<file path="src/rtl/gpu_queue_pkg.sv">
// Shared types for the GPU instruction queue: packed draw-instruction layout and word width.
package gpu_queue_pkg;

  localparam int CHANNEL_BITS = 8;
  localparam int WIDTH_BITS   = 10;
  localparam int HEIGHT_BITS  = 9;

  // opcode sits in the LSBs; the field order below fixes the packed bit layout
  typedef struct packed {
    logic [2:0]              quad;
    logic [CHANNEL_BITS-1:0] b;
    logic [CHANNEL_BITS-1:0] g;
    logic [CHANNEL_BITS-1:0] r;
    logic [WIDTH_BITS-1:0]   rad;
    logic [HEIGHT_BITS-1:0]  y2;
    logic [WIDTH_BITS-1:0]   x2;
    logic [HEIGHT_BITS-1:0]  y1;
    logic [WIDTH_BITS-1:0]   x1;
    logic [3:0]              opcode;
  } instr_t;

  localparam int INSTR_W = $bits(instr_t);

endpackage

</file>
<file path="src/rtl/gpu_queue_ctrl.sv">
// Queue bookkeeping: pointers, occupancy, push/pop acceptance, status flags and sticky errors.
module gpu_queue_ctrl #(
  parameter  int DEPTH        = 8,
  parameter  int AFULL_THRESH = DEPTH - 2,
  localparam int PTR_W        = $clog2(DEPTH)
) (
  input  logic             clk,
  input  logic             n_rst,
  input  logic             i_push,
  input  logic             i_pop,
  input  logic             i_flush,
  input  logic             i_clear_err,
  output logic             o_push_acc,
  output logic [PTR_W-1:0] o_wr_ptr,
  output logic [PTR_W-1:0] o_rd_ptr,
  output logic [PTR_W:0]   o_count,
  output logic             o_empty,
  output logic             o_full,
  output logic             o_almost_full,
  output logic             o_overflow,
  output logic             o_underflow
);

  logic [PTR_W-1:0] r_wr_ptr;
  logic [PTR_W-1:0] r_rd_ptr;
  logic [PTR_W:0]   r_count;
  logic             r_overflow;
  logic             r_underflow;
  logic             w_push_acc;
  logic             w_pop_acc;
  logic             w_empty;
  logic             w_full;

  assign w_empty = (r_count == '0);
  assign w_full  = (r_count == (PTR_W+1)'(DEPTH));

  // A full queue can still take a push when a pop frees a slot in the same cycle.
  assign w_pop_acc  = i_pop & ~w_empty & ~i_flush;
  assign w_push_acc = i_push & ~i_flush & (~w_full | w_pop_acc);

  always_ff @(posedge clk or negedge n_rst) begin
    if (!n_rst) begin
      r_wr_ptr    <= '0;
      r_rd_ptr    <= '0;
      r_count     <= '0;
      r_overflow  <= 1'b0;
      r_underflow <= 1'b0;
    end else begin
      if (i_flush) begin
        r_wr_ptr <= '0;
        r_rd_ptr <= '0;
        r_count  <= '0;
      end else begin
        if (w_push_acc) r_wr_ptr <= r_wr_ptr + PTR_W'(1);
        if (w_pop_acc)  r_rd_ptr <= r_rd_ptr + PTR_W'(1);
        case ({w_push_acc, w_pop_acc})
          2'b10:   r_count <= r_count + (PTR_W+1)'(1);
          2'b01:   r_count <= r_count - (PTR_W+1)'(1);
          default: r_count <= r_count;
        endcase
      end
      // Set beats clear so a rejection in the clearing cycle is never lost.
      if (i_push & ~i_flush & ~w_push_acc) r_overflow <= 1'b1;
      else if (i_clear_err)                r_overflow <= 1'b0;
      if (i_pop & ~i_flush & ~w_pop_acc)   r_underflow <= 1'b1;
      else if (i_clear_err)                r_underflow <= 1'b0;
    end
  end

  assign o_push_acc    = w_push_acc;
  assign o_wr_ptr      = r_wr_ptr;
  assign o_rd_ptr      = r_rd_ptr;
  assign o_count       = r_count;
  assign o_empty       = w_empty;
  assign o_full        = w_full;
  assign o_almost_full = (r_count >= (PTR_W+1)'(AFULL_THRESH));
  assign o_overflow    = r_overflow;
  assign o_underflow   = r_underflow;

endmodule

</file>
<file path="src/rtl/gpu_instruction_queue.sv">
// First-word fall-through instruction FIFO between the command decoder and the rasteriser.
module gpu_instruction_queue
  import gpu_queue_pkg::*;
#(
  parameter  int DATA_W       = INSTR_W,
  parameter  int DEPTH        = 8,
  parameter  int AFULL_THRESH = DEPTH - 2,
  localparam int PTR_W        = $clog2(DEPTH)
) (
  input  logic              clk,
  input  logic              n_rst,
  input  logic              push_i,
  input  logic [DATA_W-1:0] data_i,
  input  logic              pop_i,
  input  logic              flush_i,
  input  logic              clear_err_i,
  output logic [DATA_W-1:0] data_o,
  output logic              empty_o,
  output logic              full_o,
  output logic              almost_full_o,
  output logic [PTR_W:0]    count_o,
  output logic              overflow_o,
  output logic              underflow_o
);

  logic [DATA_W-1:0] r_mem [DEPTH];
  logic              w_push_acc;
  logic [PTR_W-1:0]  w_wr_ptr;
  logic [PTR_W-1:0]  w_rd_ptr;
  logic              w_empty;

  gpu_queue_ctrl #(
    .DEPTH        (DEPTH),
    .AFULL_THRESH (AFULL_THRESH)
  ) u_ctrl (
    .clk           (clk),
    .n_rst         (n_rst),
    .i_push        (push_i),
    .i_pop         (pop_i),
    .i_flush       (flush_i),
    .i_clear_err   (clear_err_i),
    .o_push_acc    (w_push_acc),
    .o_wr_ptr      (w_wr_ptr),
    .o_rd_ptr      (w_rd_ptr),
    .o_count       (count_o),
    .o_empty       (w_empty),
    .o_full        (full_o),
    .o_almost_full (almost_full_o),
    .o_overflow    (overflow_o),
    .o_underflow   (underflow_o)
  );

  always_ff @(posedge clk or negedge n_rst) begin
    if (!n_rst) begin
      for (int i = 0; i < DEPTH; i++) r_mem[i] <= '0;
    end else if (w_push_acc) begin
      r_mem[w_wr_ptr] <= data_i;
    end
  end

  // Stale storage is masked so an empty (or freshly flushed) queue always reads zero.
  assign data_o  = w_empty ? '0 : r_mem[w_rd_ptr];
  assign empty_o = w_empty;

endmodule

</file>
<file path="config.mk">
export PLATFORM = sky130hd
export DESIGN_NAME = gpu_instruction_queue
export DESIGN_NICKNAME = d
export VERILOG_FILES = /design/src/rtl/gpu_queue_pkg.sv /design/src/rtl/gpu_queue_ctrl.sv /design/src/rtl/gpu_instruction_queue.sv
export SDC_FILE = /design/constraint.sdc
export NUM_CORES = 1
export LEC_CHECK = 0
export CORE_MARGIN = 2
export CORE_UTILIZATION = 55
export DETAILED_ROUTE_END_ITERATION = 8
export PLACE_DENSITY = 0.86
export SYNTH_ARGS = -nofsm -noshare
export SYNTH_HDL_FRONTEND = slang
export SYNTH_SLANG_ARGS = --single-unit
</file>
<file path="constraint.sdc">
create_clock -name clk -period 4.7 [get_ports clk]
set_input_delay 0.94 -clock clk [delete_from_list [all_inputs] [get_ports clk]]
set_output_delay 0.94 -clock clk [all_outputs]
set_load 0.01 [all_outputs]
</file>
* Word level (Yosys, flattened, before mapping) *
Cells that the tools add are included.

storage, ports and cells
  register bits = 644
  bits in latches = 0
  RAM bits = 0
  memory bits (read-only) = 0
  input bits = 85
  output and inout bits = 88
  word-level logic and storage cells = 62
  memories kept = 0

cells by class
  add/sub/neg operators = 4
  multiply operators = 0
  div/mod/pow operators = 0
  magnitude comparators = 4
  eq/ne operators = 3
  shifts and indexed selects = 0
  muxes and demuxes = 16
  bitwise operators = 15
  reductions and logical operators = 7

operators by type and width
  operator                                                                             number
  632-bit bitwise mux                                                                  1
  79-bit two-way mux                                                                   4
  79-bit binary-select mux with 3-bit select                                           1
  79-bit demux with 3-bit select                                                       1
  3-bit two-way mux                                                                    4
  4-bit greater-or-equal comparator, second input constant                             2
  3-bit NOT with 4-bit output                                                          2
  4-bit case mux with 2 select lines                                                   1
  2-bit nonzero test                                                                   4
  1-bit AND                                                                            7
  3-bit by 1-bit adder with 3-bit output, second input constant                        2
  1-bit NOT                                                                            5
  4-bit by 1-bit adder with 4-bit output, second input constant                        1
  4-bit == test, second input constant                                                 1
  4-bit by 3-bit greater-or-equal comparator with 1-bit output, second input constant  1
  4-bit zero test                                                                      1
  4-bit by 1-bit less-than comparator with 1-bit output, second input constant         1
  4-bit two-way mux                                                                    1
  4-bit by 1-bit subtractor with 4-bit output, second input constant                   1
  1-bit two-way mux                                                                    3
  3-bit nonzero test                                                                   1
  2-bit by 1-bit == test with 1-bit output, second input constant                      1
  2-bit == test, second input constant                                                 1
  1-bit logical AND                                                                    1
  1-bit OR                                                                             1

* Logic depth before layout (Yosys ltp) *
Gate-level depths: netlist of run 1.

  depth in word-level cells = 9
  mapped depth = 9
  depth with buffers taken out = 8

* Modules after synthesis *
A second synthesis of run 1 with hierarchy kept.

unflattened totals
  cell total of the unflattened synthesis = 1,793
  area, all modules = 29,086.6 um^2

by module, submodules not included
  module                 instances  cells each  area each (um^2)  seq. area each (um^2)
  gpu_instruction_queue  1          1,712       28,313.4          15,815.2
  gpu_queue_ctrl         1          81          773.2             300.3

* Worst setup path before layout of run 1 *
No wires, ideal clock.

  kind = register -> output
  start point = register u_ctrl.r_rd_ptr[0], in the netlist u_ctrl.o_rd_ptr[0]
  end point = output data_o[10]
  data arrival time = 1.997 ns
  required time = 3.760 ns
  setup slack = 1.763 ns
  stages on the path, launching flop included = 7
  buffers on the path = 3
  cells stage by stage = dfrtp_1 > buf_2 > clkbuf_1 > buf_1 > mux4_2 > mux2i_1 > nor2_1

on the way
  cells in the longest elaborated chain, start to end = 5

RTL lines
  element                                                RTL line                     RTL
  from (decl)                                            gpu_queue_ctrl.sv:25         logic [PTR_W-1:0] r_rd_ptr;
  from (signal assigned)                                 gpu_queue_ctrl.sv:55         if (w_pop_acc) r_rd_ptr <= r_rd_ptr + PTR_W'(1);
  3-bit NOT with 4-bit output (implied by the code)      gpu_instruction_queue.sv:62  assign data_o = w_empty ? '0 : r_mem[w_rd_ptr];
  79-bit binary-select mux with 3-bit select             gpu_instruction_queue.sv:62
  79-bit two-way mux (implied by the code) (2 in a row)  gpu_instruction_queue.sv:62
  79-bit two-way mux                                     gpu_instruction_queue.sv:62
  to (decl)                                              gpu_instruction_queue.sv:17  output logic [DATA_W-1:0] data_o,

No other way between the ends. The select of a mux whose other input is x is not followed.

* Worst setup path in the final report of run 1 *
  start point = register u_ctrl.r_count[1], in the netlist u_ctrl.o_count[1]
  end point = output data_o[74]

on the way
  cells in the longest elaborated chain, start to end = 2

RTL lines
  element                 RTL line                     RTL
  from (decl)             gpu_queue_ctrl.sv:26         logic [PTR_W:0] r_count;
  from (signal assigned)  gpu_queue_ctrl.sv:57         2'b10: r_count <= r_count + (PTR_W+1)'(1);
  from (signal assigned)  gpu_queue_ctrl.sv:58         2'b01: r_count <= r_count - (PTR_W+1)'(1);
  from (signal assigned)  gpu_queue_ctrl.sv:59         default: r_count <= r_count;
  4-bit zero test         gpu_queue_ctrl.sv:34         assign w_empty = (r_count == '0);
  79-bit two-way mux      gpu_instruction_queue.sv:62

No other way between the ends.

==> results.tsv, run 1 <==
metric	value	unit
status	finished, final reports clean	
sequential area share after synthesis	0.556	
placed cell areas	0.0317	mm²
largest area contributor in the netlist	dfrtp_1	
worst min path class	in2async	
min cycle time layout	4260	ps
Core Rows	84	
Setup-failing EPs final	0	
Die ar.	0.0546	mm²
Synth Area in Simple Gates	0.0182	
XOR/XNOR share of the synthesized area	0.00121	
Tot GR Track Use	0.246	
Hold-fix buffers, CTS	0	
Power Density	571	mW/mm²
total core area	0.0523	mm²
Synth Area in Adders	0.00173	
Die Width	234	µm
FF-to-FF setup slack	1400	ps
Post-synth ARST share	1.00	
Synth cell types	46	
RSZ-0062 raised after global routing	false	
vias in the first global route	18000	
ranking of synthesized cells by area	dfrtp_1 56%, mux2_2 24%, mux4_2 12%	
CTS buffer count	67	
critical-path maximum fanout	25	
DR vias	16500	
setup TNS	0	ps
main combinational cell family by area after synthesis	multiplexers	
WS Path Type	reg2out	
Syn Nets	1882	
Mapped Cells	1793	
Clock transition at path regs	60	ps
Post-CTS Setup Bufs	0	
Placer Congestion	0.814	
PnR Total Power	0.0194	W
FF+latch count, synth	644	
Slew @ Worst Pin	903	ps
Max Clk Rate	235	MHz
share of the synthesized area in the top cell type	0.556	
GRT overflow	0	
drt total wl	64.8	mm
die height	234	µm
largest net degree at the start of global routing	108	
final core area utilization	0.650	
DR WL/cell	24.0	µm
final std cell area, no fill	0.0340	mm²
Post-DRT Antenna Nets	0	
clk root buf	clkbuf_16	
fillcell total	3507	
worst path arrival time	3320	ps
post-route clock period utilization	0.906	
Layout area overhead	17.3	%
Max Slew Vio Count	0	
Relative slew margins	0.398	
first-pass GRT wire length	103	mm
mux share of post-synthesis cell area	0.398	
Pleak	15.2	nW
nature of the critical path startpoint	flop	
initial antenna violation count	8	
Worst EP required	3760	ps
Post-Syn Area per Cell	16.2	µm²
clk sinks	644	
post_cts resized	0	
Yosys Warn Count	0	
Main synth FF type	dfrtp_1	
maximum VDD drop	0.000323	V
H-tree levels	3	
routed vias/inst	6.09	
DRC	0	
I/O Pins	173	
final hold violation count	0	
crit path capture type	primary output	
final net count	2049	
MaxCap Viol Count	0	
number of synthesized flops with an enable pin	0	
Clock Skew	20.0	ps
DRT iter0 DRCs	1016	
Port Buffers	172	
DR pass1 iterations	5	
TritonCTS clock tree	yes	
initial core utilization	0.554	
share of layout cells above drive strength 1	0.479	
Detailed Place HPWL	38.2	mm
CTS Buffer Depth	3	
Syn Std Cell Area	0.0290	mm²
post-synthesis compound-gate area fraction	0.00483	
clk_lat worst skew	600	ps
## registers in the layout, summed over array words and instances, names as in the netlist
register            flops
r_mem                 632
u_ctrl.o_rd_ptr         3
u_ctrl.o_underflow      1
u_ctrl.o_wr_ptr         3
u_ctrl.o_count          4
u_ctrl.o_overflow       1
## worst max-delay path: stages, from the launching register on
cell and delay, ps:
dfrtp_1 500, or4_1 650, inv_2 550, buf_4 380, nor2_1 110, clkdlybuf4s50_1 510
## routing by layer
| metal | part of all wire | wire (µm) | vias to the layer above | GRT usage |
|---|---|---|---|---|
| li1 | - | - | 7012 | - |
| met1 | 0.44 | 28600 | 8971 | 0.345 |
| met2 | 0.49 | 31700 | 381 | 0.396 |
| met3 | 0.051 | 3290 | 78 | 0.0485 |
| met4 | 0.018 | 1140 | 8 | 0.0678 |
| met5 | 0.00063 | 41 | - | 0 |
## cell usage in the layout (no fill, tap or decap), drive strengths merged, types with 5 or more instances in the layout
cell type      synthesis  final
dfrtp                644    644
mux2                 635    635
clkdlybuf4s50          0    171
mux4                 158    158
clkbuf                54    108
nor2                  88     88
mux2i                 81     81
buf                   72     53
inv                    6      6
bufinv                 0      5
clkinv                 0      5
nand2                  5      5
## synth_stat cells (all sizes together) (2+ instances only)
master	n
o41ai	2
clkbuf	54
buf	72
xor2	3
nor3	4
ha	4
nand2b	3
nor3b	3
dfrtp	644
o21ai	3
mux4	158
mux2	635
nor2	88
or3	2
nand3b	3
nand3	3
mux2i	81
a31oi	2
a21oi	3
inv	6
nand2	5
## final timing paths
check                                       start                end  depth (start not counted)
worst min-delay path                        n_rst         r_mem[385]                          1
min in group clk                u_ctrl.o_overflow  u_ctrl.o_overflow                          2
max in group asynchronous                   n_rst         r_mem[510]                          2
worst max register to register  u_ctrl.o_count[1]  u_ctrl.o_count[3]                          8
worst min register to register  u_ctrl.o_overflow  u_ctrl.o_overflow                          2
worst max-delay path            u_ctrl.o_count[1]         data_o[74]                          5
## where the power goes
part	switching (W)	internal, W
clock network	0.00213	0.00341
registers	0.000800	0.00689
logic	0.00260	0.00358
## logic make-up (layout without fill, tap and decap cells)
family                   count (synthesis)  count (layout)
AO/OA/AOI/OAI                           19              19
adder cells (fa/ha/maj)                  4               4
flip-flops                             644             644
XOR/XNOR                                 4               4
other                                    0               4
multiplexers                           874             874
AND/OR/NAND/NOR                        116             116
buffers and inverters                  132             349
## area by class of cell
class / instances / area, µm² / area share
Tap cell: 688 / 861 / 0.0253
Timing Repair Buffer: 224 / 2320 / 0.0681
Clock inverter: 11 / 183 / 0.00537
Antenna cell: 4 / 10.0 / 0.000294
Clock buffer: 108 / 2160 / 0.0634
Inverter: 6 / 22.5 / 0.000662
Multi-Input combinational cell: 1017 / 12400 / 0.363
Sequential cell: 644 / 16100 / 0.474
## through the flow
| stage | cells | worst slack (ps) | hold WS, ps |
|---|---|---|---|
| 3_5_place_dp | 2579 | 755 | 471 |
| 6_report | 2702 | 444 | 441 |
| 5_1_grt | 2700 | 277 | 508 |
| 4_1_cts | 2698 | 394 | 452 |
| 3_3_place_gp | 2579 | 810 | 464 |
| 2_1_floorplan | 1793 | 1760 | 452 |
(Power assumes the default switching activity.)
==> run 2, diff against run 1 <==
CORE_UTILIZATION = 54   (was 55)
PLACE_DENSITY = 0.87   (was 0.86)
SKIP_CTS_REPAIR_TIMING = 1   (was unset)
clock period = 3.8 ns   (was 4.7 ns; I/O delays follow)
==> results.tsv, run 2 (synthesized netlist as in run 1, its figures left out) <==
metric	value	unit	change
first-pass GRT wire length	102	mm	-1.2%
min cycle time layout	3740	ps	
Detailed Place HPWL	37.6	mm	-1.5%
DR pass1 iterations	5		unchanged
largest net degree at the start of global routing	102		-5.6%
worst min path class	in2async		
placed cell areas	0.0318	mm²	+0.51%
Max Clk Rate	267	MHz	
FF-to-FF Start	u_ctrl.o_count[1]		
RSZ-0062 raised after global routing	true		
DRC	0		unchanged
clk sinks	644		unchanged
vias in the first global route	18100		+0.56%
met1 Resource Use GR	0.315		-0.0297
final std cell area, no fill	0.0341	mm²	+0.28%
Clock Skew	10.9	ps	-9.16 ps
CTS buffer count	61		-9.0%
Pleak	15.2	nW	+0.33%
GRT overflow	0		unchanged
Core Rows	84		unchanged
Layout Cells excl Fill	2704		+0.074%
crit path capture type	primary output		
initial antenna violation count	10		+2
DR WL/cell	23.8	µm	-0.71%
final hold violation count	0		unchanged
FF-to-FF setup slack	730	ps	-670 ps
initial core utilization	0.549		-0.00551
Die Width	236	µm	+0.91%
Die ar.	0.0556	mm²	+1.8%
Slew @ Worst Pin	877	ps	-26.2 ps
Reg-to-Reg End	u_ctrl.o_count[3]		
Port Buffers	172		unchanged
Placer Congestion	0.810		-0.53%
clk root buf	clkbuf_16		
post-route clock period utilization	0.984		
final net count	2050		+0.049%
nature of the critical path startpoint	flop		
gr busiest metal	met2		
die height	236	µm	+0.91%
routed vias/inst	6.07		-0.29%
Relative slew margins	0.416		+0.0175
largest register by flop count	r_mem		
MaxCap Viol Count	0		unchanged
met2 Resource Use GR	0.390		-0.00572
Layout area overhead	17.7	%	
CTS Buffer Depth	3		unchanged
Power Density	695	mW/mm²	+22%
DR vias	16400		-0.21%
clk_lat worst skew	620	ps	+20 ps
total core area	0.0529	mm²	+1.0%
Tot GR Track Use	0.235		-0.0113
most frequent cells in the layout	641 x dfrtp_1, 622 x mux2_2, 171 x clkdlybuf4s50_1		
status	finished, final reports clean		
Clock transition at path regs	60	ps	about the same
DP Cell Count	2582		+0.12%
I/O Pins	173		unchanged
DRT iter0 DRCs	903		-11%
worst path arrival time	2980	ps	-340 ps
most common cell after layout, fill and taps aside	dfrtp_1		
H-tree levels	2		-1
maximum VDD drop	0.000425	V	+31%
drt total wl	64.4	mm	-0.64%
TritonCTS clock tree	yes		
share of layout cells above drive strength 1	0.488		+0.00898
met3 Use GR	0.0561		+0.00759
R2R depth	9		+1
Worst EP required	3040	ps	-720 ps
WS Path Type	reg2out		
Max Slew Vio Count	0		unchanged
Setup-failing EPs final	0		unchanged
Post-DRT Antenna Nets	0		unchanged
max reg flops	632		unchanged
critical-path maximum fanout	43		+72%
run 2: changes by cell type in the layout (fill, tap and decap cells not counted), moves of 6 or more:
cell and delta:
clkinv_2 +12, buf_12 +9, clkbuf_1 -9, buf_4 -8, mux2i_1 -7, mux2i_2 +6, clkbuf_16 -9
run 2: critical path: stages, from the launching register on:
cell	delay, ps
dfrtp_4	590
buf_16	310
mux4_2	580
mux2i_2	230
nor2_1	70
clkdlybuf4s50_1	490
run 2: layer usage:
metal | vias to the layer above | routed length, µm
li1 | 7000 | -
met1 | 8960 | 27800
met2 | 353 | 32000
met3 | 86 | 3630
met4 | 16 | 848
met5 | - | 95
run 2: worst max path at each step:
stage                     slack (ps)               start         end
final                             60  u_ctrl.o_rd_ptr[0]  data_o[33]
after global routing             -90  u_ctrl.o_rd_ptr[0]  data_o[33]
after CTS                          7  u_ctrl.o_rd_ptr[0]  data_o[46]
after detailed placement         420               pop_i  r_mem[116]
after global placement           490               pop_i  r_mem[106]
after floorplan                 1040  u_ctrl.o_rd_ptr[0]  data_o[10]
run 2: power breakdown:
| group | internal [W] | switching [W] |
|---|---|---|
| sequential | 0.00852 | 0.000945 |
| clock | 0.00375 | 0.00262 |
| combinational | 0.00457 | 0.00332 |
| total | 0.0168 | 0.00688 |
run 2: stage by stage:
step / hold slack [ps] / utilization / setup TNS [ps] / setup slack [ps] / total power (W)
2_1_floorplan: 452 / - / 0 / 1040 / 0.0141
3_3_place_gp: 463 / 0.602 / 0 / 494 / 0.0169
3_5_place_dp: 480 / 0.602 / 0 / 418 / 0.0173
4_1_cts: 207 / 0.643 / 0 / 6.84 / 0.0238
5_1_grt: 244 / 0.646 / -393 / -88.5 / 0.0249
6_report: 185 / 0.646 / 0 / 59.3 / 0.0237
run 2: cell type report:
| class | instances | area [µm²] |
|---|---|---|
| Timing Repair Buffer | 231 | 2570 |
| Multi-Input combinational cell | 1017 | 12400 |
| Inverter | 6 | 23.8 |
| Clock inverter | 27 | 278 |
| Sequential cell | 644 | 16100 |
| Tap cell | 688 | 861 |
| Fill cell | 3491 | 18700 |
| Clock buffer | 89 | 1870 |
| Antenna cell | 2 | 5.00 |
==> run 3, diff against run 2 <==
PLACE_DENSITY = 0.76   (was 0.87)
==> results.tsv, run 3 (synthesized netlist as in run 1, its figures left out) <==
metric	value	unit	change
Port Buffers	172		unchanged
setup TNS	0	ps	unchanged
Relative slew margins	0.430		+0.0144
sw frac	0.286		-0.00432
Clock Skew	16.8	ps	+5.90 ps
Die ar.	0.0556	mm²	unchanged
H-tree levels	3		+1
vias in the first global route	17900		-1.3%
Max Slew Vio Count	0		unchanged
min cycle time layout	3730	ps	-9.78 ps
Seq pwr share	0.386		-0.013
TritonCTS clock tree	yes		
first-pass GRT wire length	102	mm	+0.24%
crit path capture type	primary output		
maximum VDD drop	0.000409	V	-3.8%
critical-path maximum fanout	28		-35%
DRT iter0 DRCs	992		+9.9%
routed vias/inst	6.01		-0.96%
DR pass1 iterations	5		unchanged
Post-DRT Antenna Nets	0		unchanged
Tot GR Track Use	0.236		+0.00138
nature of the critical path startpoint	flop		
final core area utilization	0.650		+0.00400
DP Cell Count	2582		unchanged
Gate power share	0.328		-0.005
initial core utilization	0.549		unchanged
Layout Cells excl Fill	2713		+0.33%
Detailed Place HPWL	36.2	mm	-3.8%
Worst EP required	3040	ps	about the same
Int Pwr	0.0174	W	+3.3%
Slew @ Worst Pin	855	ps	-21.6 ps
clk root buf	clkbuf_16		
clk_lat worst skew	590	ps	-30 ps
WS Path Type	reg2out		
total core area	0.0529	mm²	unchanged
largest net degree at the start of global routing	83		-19%
Pleak	15.3	nW	+0.72%
CP max-delay cell	dfrtp_4		
drt total wl	64.5	mm	+0.14%
Clock transition at path regs	60	ps	about the same
Core Rows	84		unchanged
max reg flops	632		unchanged
Clk pwr share	0.285		+0.017
initial antenna violation count	9		-1
worst path arrival time	2970	ps	about the same
Die Width	236	µm	unchanged
worst min path class	in2async		
MaxCap Viol Count	0		unchanged
DR WL/cell	23.8	µm	-0.19%
Setup-failing EPs final	0		unchanged
clk sinks	644		unchanged
status	finished, final reports clean		
Cell Chain, Critical Path	buf_4, buf_12, mux4_2, mux2i_1, nor2_1, clkdlybuf4s50_1		
CTS Buffer Depth	3		unchanged
I/O Pins	173		unchanged
post-route clock period utilization	0.982		-0.00257
final hold violation count	0		unchanged
die height	236	µm	unchanged
minimum hold slack	192	ps	+7.15 ps
DRC	0		unchanged
CTS buffer count	68		+11%
most common cell after layout, fill and taps aside	dfrtp_1		
Layout area overhead	18.4	%	
GRT overflow	0		unchanged
DR vias	16300		-0.63%
most frequent cells in the layout	641 x dfrtp_1, 622 x mux2_2, 171 x clkdlybuf4s50_1		
share of layout cells above drive strength 1	0.484		-0.00365
CP peak stage delay	560	ps	-30 ps
Placer Congestion	0.805		-0.58%
PnR Total Power	0.0244	W	+2.6%
net switching power	0.00696	W	+1.1%
final net count	2061		+0.54%
Max Clk Rate	268	MHz	+0.26%
largest register by flop count	r_mem		
Power Density	709	mW/mm²	+2.0%
[run 3: cell types whose count changed in the layout (fill, tap and decap cells not counted), sizes merged]
cell      previous run  this run
buf                 59        62
bufinv               5         6
clkbuf              90       108
clkinv              18         9
clkinvlp             4         0
[run 3: metal layers]
metal  GRT usage  up-vias  routed length, µm
li1            -     7040                  -
met1       0.326     8851              28300
met2       0.387      329              31700
met3      0.0511       75               3400
met4      0.0558       16                912
met5           0        -                113
[run 3: critical path, delay by kind of cell (launching register included)]
kind                   cells  cell delay, ps
buffers and inverters      3             900
multiplexers               2             830
AND/OR/NAND/NOR            1              70
flip-flops                 1             560
[run 3: area by class of cell]
class	count	area, µm²
Clock inverter	15	229
Antenna cell	2	5.00
Timing Repair Buffer	235	2580
Clock buffer	106	2150
Tap cell	688	861
Fill cell	3663	18500
Inverter	6	23.8
Multi-Input combinational cell	1017	12400
Sequential cell	644	16100
[run 3: power groups by stage]
stage	clock network, W	registers (W)	logic (W)
finish	0.00694	0.00941	0.00800
global route	0.00736	0.00959	0.00858
CTS	0.00709	0.00941	0.00783
detailed placement	0	0.00951	0.00777
global placement	0	0.00937	0.00763
floorplan	0	0.00914	0.00494
[run 3: through the flow]
stage,worst slack [ps],area (µm²)
6_report,69.0,34300
5_1_grt,-3.66,34300
4_1_cts,-93.5,34200
3_5_place_dp,355,31800
3_3_place_gp,414,31800
2_1_floorplan,1040,29000
[run 3: worst paths after layout]
check | cells after the start | startpoint | to | slack, ps
max | 6 | u_ctrl.o_rd_ptr[0] | data_o[61] | 70
min | 1 | n_rst | r_mem[307] | 190
max reg2reg | 9 | u_ctrl.o_count[1] | u_ctrl.o_count[3] | 610
min reg2reg | 1 | r_mem[386] | r_mem[386] | 490
max in group asynchronous | 2 | n_rst | r_mem[604] | 2510
min in group clk | 1 | r_mem[386] | r_mem[386] | 490
